<file path="src/rtl/seq_mult_param_pkg.sv">
// mul_pkg: shared FSM state type and counter-width helper for the sequential multiplier.
package mul_pkg;
  typedef enum logic [1:0] {IDLE, RUN, FIN} mul_state_t;
  function automatic int cnt_w(input int w);
    return (w < 2) ? 1 : $clog2(w);
  endfunction
endpackage

</file>
<file path="src/rtl/seq_mult_param_if.sv">
// seq_mult_param_if: start/busy/done handshake and operand/product bus.
interface seq_mult_param_if #(parameter int W = 8);
  logic           start;
  logic           is_signed;
  logic [W-1:0]   a;
  logic [W-1:0]   b;
  logic           busy;
  logic           done;
  logic [2*W-1:0] p;
  modport master(output start, is_signed, a, b, input busy, done, p);
  modport slave(input start, is_signed, a, b, output busy, done, p);
endinterface

</file>
<file path="src/rtl/seq_mult_param_addsub.sv">
// mul_addsub_step: (W+1)-bit add/subtract of accumulator and partial product with carry out.
module mul_addsub_step #(parameter int W = 8) (
  input  logic [W:0] x,
  input  logic [W:0] y,
  input  logic       sub,
  output logic [W:0] s,
  output logic       co
);
  assign {co, s} = {1'b0, x} + {1'b0, sub ? ~y : y} + (W+2)'(sub);
endmodule

</file>
<file path="src/rtl/seq_mult_param.sv">
// seq_mult_param: W-cycle shift-add multiplier, signed or unsigned per operation.
module seq_mult_param import mul_pkg::*; #(parameter int W = 8) (
  input logic             clk,
  input logic             rst,
  seq_mult_param_if.slave bus
);
  localparam int CNT_W = cnt_w(W);
  mul_state_t     state;
  logic [CNT_W-1:0] cnt;
  logic [W-1:0]   a_q, acc_lo, nxt_lo;
  logic [W:0]     acc_hi, nxt_hi, pp, sum;
  logic           sgn, co, last, accept;
  assign last   = cnt == CNT_W'(W-1);
  assign accept = bus.start && !bus.busy;
  // acc_lo starts as the multiplier and is consumed from its LSB as product bits shift in
  assign pp     = acc_lo[0] ? {sgn & a_q[W-1], a_q} : '0;
  mul_addsub_step #(.W(W)) u_step (.x(acc_hi), .y(pp), .sub(sgn & last), .s(sum), .co(co));
  assign nxt_hi = {sgn ? sum[W] : co, sum[W:1]};
  assign nxt_lo = {sum[0], acc_lo[W-1:1]};
  always_ff @(posedge clk) begin
    if (rst) begin
      state    <= IDLE;
      cnt      <= '0;
      a_q      <= '0;
      acc_lo   <= '0;
      acc_hi   <= '0;
      sgn      <= 1'b0;
      bus.busy <= 1'b0;
      bus.done <= 1'b0;
      bus.p    <= '0;
    end else begin
      bus.done <= 1'b0;
      if (state == RUN) begin
        acc_hi <= nxt_hi;
        acc_lo <= nxt_lo;
        cnt    <= cnt + 1'b1;
        if (last) begin
          bus.p    <= {nxt_hi[W-1:0], nxt_lo};
          bus.done <= 1'b1;
          bus.busy <= 1'b0;
          state    <= FIN;
        end
      end else if (accept) begin
        a_q      <= bus.a;
        acc_lo   <= bus.b;
        sgn      <= bus.is_signed;
        acc_hi   <= '0;
        cnt      <= '0;
        bus.busy <= 1'b1;
        state    <= RUN;
      end else begin
        state <= IDLE;
      end
    end
  end
endmodule

</file>
<file path="src/flat_wrapper.sv">
// flat-port wrapper written by rule: the top's interface ports become plain ports
module seq_mult_param_flat import mul_pkg::*;
#(parameter int W = 8)
  (clk, rst, bus_start, bus_is_signed, bus_a, bus_b, bus_busy, bus_done, bus_p);
  seq_mult_param_if #(.W(W)) bus_i ();
  input logic clk;
  input logic rst;
  input wire logic [$bits(bus_i.start)-1:0] bus_start;
  input wire logic [$bits(bus_i.is_signed)-1:0] bus_is_signed;
  input wire logic [$bits(bus_i.a)-1:0] bus_a;
  input wire logic [$bits(bus_i.b)-1:0] bus_b;
  output wire logic [$bits(bus_i.busy)-1:0] bus_busy;
  output wire logic [$bits(bus_i.done)-1:0] bus_done;
  output wire logic [$bits(bus_i.p)-1:0] bus_p;
  assign bus_i.start = bus_start;
  assign bus_i.is_signed = bus_is_signed;
  assign bus_i.a = bus_a;
  assign bus_i.b = bus_b;
  assign bus_busy = bus_i.busy;
  assign bus_done = bus_i.done;
  assign bus_p = bus_i.p;
  seq_mult_param #(.W(W)) u_core (.clk(clk), .rst(rst), .bus(bus_i));
endmodule
</file>
<file path="config.mk">
export PLATFORM = sky130hd
export DESIGN_NAME = seq_mult_param_flat
export DESIGN_NICKNAME = d
export VERILOG_FILES = /design/src/rtl/seq_mult_param_pkg.sv /design/src/rtl/seq_mult_param_if.sv /design/src/rtl/seq_mult_param_addsub.sv /design/src/rtl/seq_mult_param.sv /design/src/flat_wrapper.sv
export SDC_FILE = /design/constraint.sdc
export NUM_CORES = 1
export LEC_CHECK = 0
export ABC_AREA = 1
export BUFFER_PORTS_ARGS = -buffer_cell sky130_fd_sc_hd__buf_2
export CORE_ASPECT_RATIO = 0.6
export CORE_UTILIZATION = 50
export DETAILED_ROUTE_END_ITERATION = 6
export GPL_TIMING_DRIVEN = 0
export PLACE_DENSITY = 0.79
export SLEW_MARGIN = 15
export SYNTH_ARGS = -nofsm -noshare
export SYNTH_HDL_FRONTEND = slang
export SYNTH_HIERARCHICAL = 1
export SYNTH_SLANG_ARGS = --single-unit
</file>
<file path="constraint.sdc">
create_clock -name clk -period 4.2 [get_ports clk]
set_input_delay 0.42 -clock clk [delete_from_list [all_inputs] [get_ports clk]]
set_output_delay 0.42 -clock clk [all_outputs]
set_load 0.02 [all_outputs]
</file>
==> qor.yml <==
floorplan:
  die_h_um: 57.28
  die_width_um: 94.13
  initial_utilization: 0.5382
  core-area_um2: 4731
  pin_count: 38
  row_count: 19
  dieArea_um2: 5391
global_routing:
  grt_overflow: 0
  grt_pass1_vias: 2067
  grt_max_degree: 17
  grt_pass1_wl_um: 9742
  grtUsageTotal: 0.2319
  antenna_found_initial: 0
cells_and_area:
  antenna_cells: 0
  post-route-cell-area_um2: 2948
  nets: 433
  register_area_um2: 980.9
  syn_to_final_growth_pct: 15.77
  fillers: 453
  multiInputGateArea_um2: 1326
  drive_gt1_frac: 0.1820
synthesis:
  yosysSeqAreaShare: 0.3853
  syn_nets: 389
  ys_seq_elements: 49
  syn_area_um2: 2546
  syn-instance-count: 356
  syn_avg_cell_area_um2: 7.152
  synth-warning-count: 6
  netlist-cell-type-count: 26
critical_path:
  r2r_slack_ps: 920
  crit_path_end: "u_core/acc_hi[8]$_SDFFE_PP0P_"
  cp.arrival_ps: 3460
  r2r_end: "u_core/acc_hi[8]$_SDFFE_PP0P_"
  worstSetupPathType: "flip-flop to flip-flop"
  path_max_fanout: 10
  slowest_stage: "dfxtp_1"
  crit_path_start: "u_core/cnt[0]$_SDFFE_PP0P_"
  crit_path_max_incr_delay_ps: 380
  startpoint_type: "flip-flop"
  cp_num_cells: 19
  worstPathCellList: "ha_1 -> ha_1 -> clkbuf_1 -> buf_2 -> nand2_1 -> inv_1 -> buf_6 -> xor2_1 -> ha_1 -> a21oi_1 -> nand2_2 -> nand2_2 -> nand2_2 -> nand2_1 -> nand2_1 -> nor2_1 -> nor2_1 -> o21ai_0 -> a21oi_1"
  cp_num_buf_inv: 4
  rr_worst_depth: 19
  critPathCaptureType: "flip-flop"
  required_ps: 4380
  timing.rr.start: "u_core/cnt[0]$_SDFFE_PP0P_"
  crit_family: "buffers and inverters"
pwr:
  p_leak_nw: 1.489
  power_switching_mw: 0.2541
  switching_share: 0.2493
  internal-power_mw: 0.7654
  combPwrFrac: 0.115
  clock_power_share: 0.399
  seq_power_share: 0.486
  pwr_density_cell_nw_per_um2: 345.9
  ir_worst_vdd_mv: 0.2109
flow_run:
  drv_cap: 0
clock_network:
  hold_buffers: 0
  numCtsBuffers: 5
  clock_latency_ps: 300
  cts.sinks: 49
  clk_pin_slew_worst_paths_ps: 100
  h-tree-depth: 2
  clock-root-buffer: "clkbuf_8"
  post_cts_buffers: 0
  postCtsResizedCells: 0
  cts_buffer_depth: 2
  tritoncts: "yes"
route:
  wl_met1_um: 3065
  dr.max_layer_used: "met4"
  met3WireLength_um: 402
  drt-wirelength-per-cell_um: 12.54
  via_per_inst: 5.147
  drtPass1Iterations: 4
  drtIter0Drc: 232
  wirelength_um: 5818
  vias: 2388
  wl_met2_um: 2310
  final_antenna_net_count: 0
  drc: 0
timing:
  fin_tns_setup_ps: 0
  max_freq_mhz: 304.7
  slew_headroom: 0.6463
  fin_ws_ps: 918.1
  hold_ws_ps: 336.8
  finalMaxSlewViolations: 0
  fin_crit_ps: 3282
  post-route-period-util: 0.7814
  worst_pin_slew_ps: 530.5
  finalSetupViolCount: 0
  hold_viol_final: 0
  grt_setup_unrepaired: "no"
  finClkSkew_ps: 7.343
placement:
  pre_cts_ws_ps: 1028
  placed_area_um2: 2810
  place_congestion: 0.8547
  portBuffers: 37
  dp_hpwl_um: 4279
worst_hold_path:
  min-delay-start: "bus_a[1]"
  hold_path.class: "input pin to flip-flop"
status:
  outcome: "finished clean"
logic make-up (layout without fill, tap and decap cells):
logic type / after synthesis / count (layout) / share of synthesized area
DFF: 49 / 49 / 0.3853
buffers and inverters: 50 / 95 / 0.09385
adders and majority gates: 13 / 13 / 0.06683
AOI/OAI and AO/OA: 55 / 55 / 0.1096
xor gates and xnor gates: 11 / 11 / 0.03784
and+or+nand+nor: 178 / 178 / 0.3066
state kept, by name (all words and copies together), names as in the netlist:
| signal | count |
|---|---|
| u_core/cnt | 3 |
| u_core/a_q | 8 |
| u_core/bus.done | 1 |
| u_core/sgn | 1 |
| u_core/acc_hi | 9 |
| u_core/bus.busy | 1 |
| u_core/bus.p | 16 |
| u_core/state | 2 |
| u_core/acc_lo | 8 |
layout make-up:
type,instances,area share
inverters,33,0.04287
clock buffers,5,0.02334
flip-flops and latches,49,0.3328
plain buffers,17,0.03820
repair buffers,37,0.06282
multi-input cells,257,0.4499
clock inverters,3,0.02334
well taps,63,0.02674
synth_stat cells:
cell type / count / area share
nor2_1: 27 / 0.040
a31oi_1: 1 / 0.0025
inv_2: 6 / 0.0088
dfxtp_1: 49 / 0.39
inv_1: 25 / 0.037
o21bai_1: 1 / 0.0029
clkbuf_1: 5 / 0.0074
nor2_4: 2 / 0.0088
inv_4: 1 / 0.0025
nor3_1: 1 / 0.0020
ha_1: 12 / 0.059
and2_2: 1 / 0.0029
a21oi_1: 40 / 0.079
nand2_2: 3 / 0.0074
buf_4: 2 / 0.0059
clkinv_1: 1 / 0.0015
buf_6: 5 / 0.022
nand3_2: 1 / 0.0039
fa_1: 1 / 0.0079
xor2_1: 11 / 0.038
nand3_1: 39 / 0.077
buf_2: 3 / 0.0059
nand2_1: 100 / 0.15
buf_1: 2 / 0.0029
o21ai_0: 13 / 0.026
nand2_4: 4 / 0.018
layout by cell type (no fill, tap or decap), drive strengths merged:
| cell | count |
|---|---|
| ha | 12 |
| nor3 | 1 |
| clkbuf | 10 |
| xor2 | 11 |
| inv | 33 |
| nand2 | 107 |
| buf | 49 |
| o21bai | 1 |
| dfxtp | 49 |
| nand3 | 40 |
| o21ai | 13 |
| clkinv | 1 |
| and2 | 1 |
| nor2 | 29 |
| bufinv | 2 |
| a21oi | 40 |
| a31oi | 1 |
| fa | 1 |
through the flow:
stage	instances	total power, mW	utilization
finish	464	1.020	0.6231
global route	464	1.068	0.6231
CTS	464	1.024	0.6231
detailed placement	456	0.6208	0.5940
global placement	456	0.6174	0.5940
floorplan	356	0.5858	-
power by group through the flow:
stage	logic (mW)	clock network, mW	registers [mW]
3_3_place_gp	0.112	0	0.505
4_1_cts	0.116	0.413	0.495
2_1_floorplan	0.0826	0	0.503
6_report	0.117	0.407	0.496
3_5_place_dp	0.115	0	0.506
5_1_grt	0.131	0.439	0.498
how the worst min path moves through the flow:
stage          cells after the start  slack (ps)                           end
3_3_place_gp                       2         450  u_core/bus.p[0]$_SDFFE_PP0P_
5_1_grt                            3         340       u_core/sgn$_SDFFE_PP0P_
4_1_cts                            3         330    u_core/a_q[6]$_SDFFE_PP0P_
2_1_floorplan                      1         430    u_core/cnt[0]$_SDFFE_PP0P_
6_report                           3         340    u_core/a_q[1]$_SDFFE_PP0P_
3_5_place_dp                       2         450  u_core/bus.p[2]$_SDFFE_PP0P_
worst min-delay path, delay by kind of cell:
family        cells  cell delay, ps
buf+inv           1              70
simple gates      2             110
routing by layer:
metal | GRT usage | vias up
li1 | - | 1227
met1 | 0.3638 | 1071
met2 | 0.3253 | 86
met3 | 0.04800 | 4
met4 | 0.04396 | 0
met5 | 0 | -
Power figures use the tool's default switching activity.
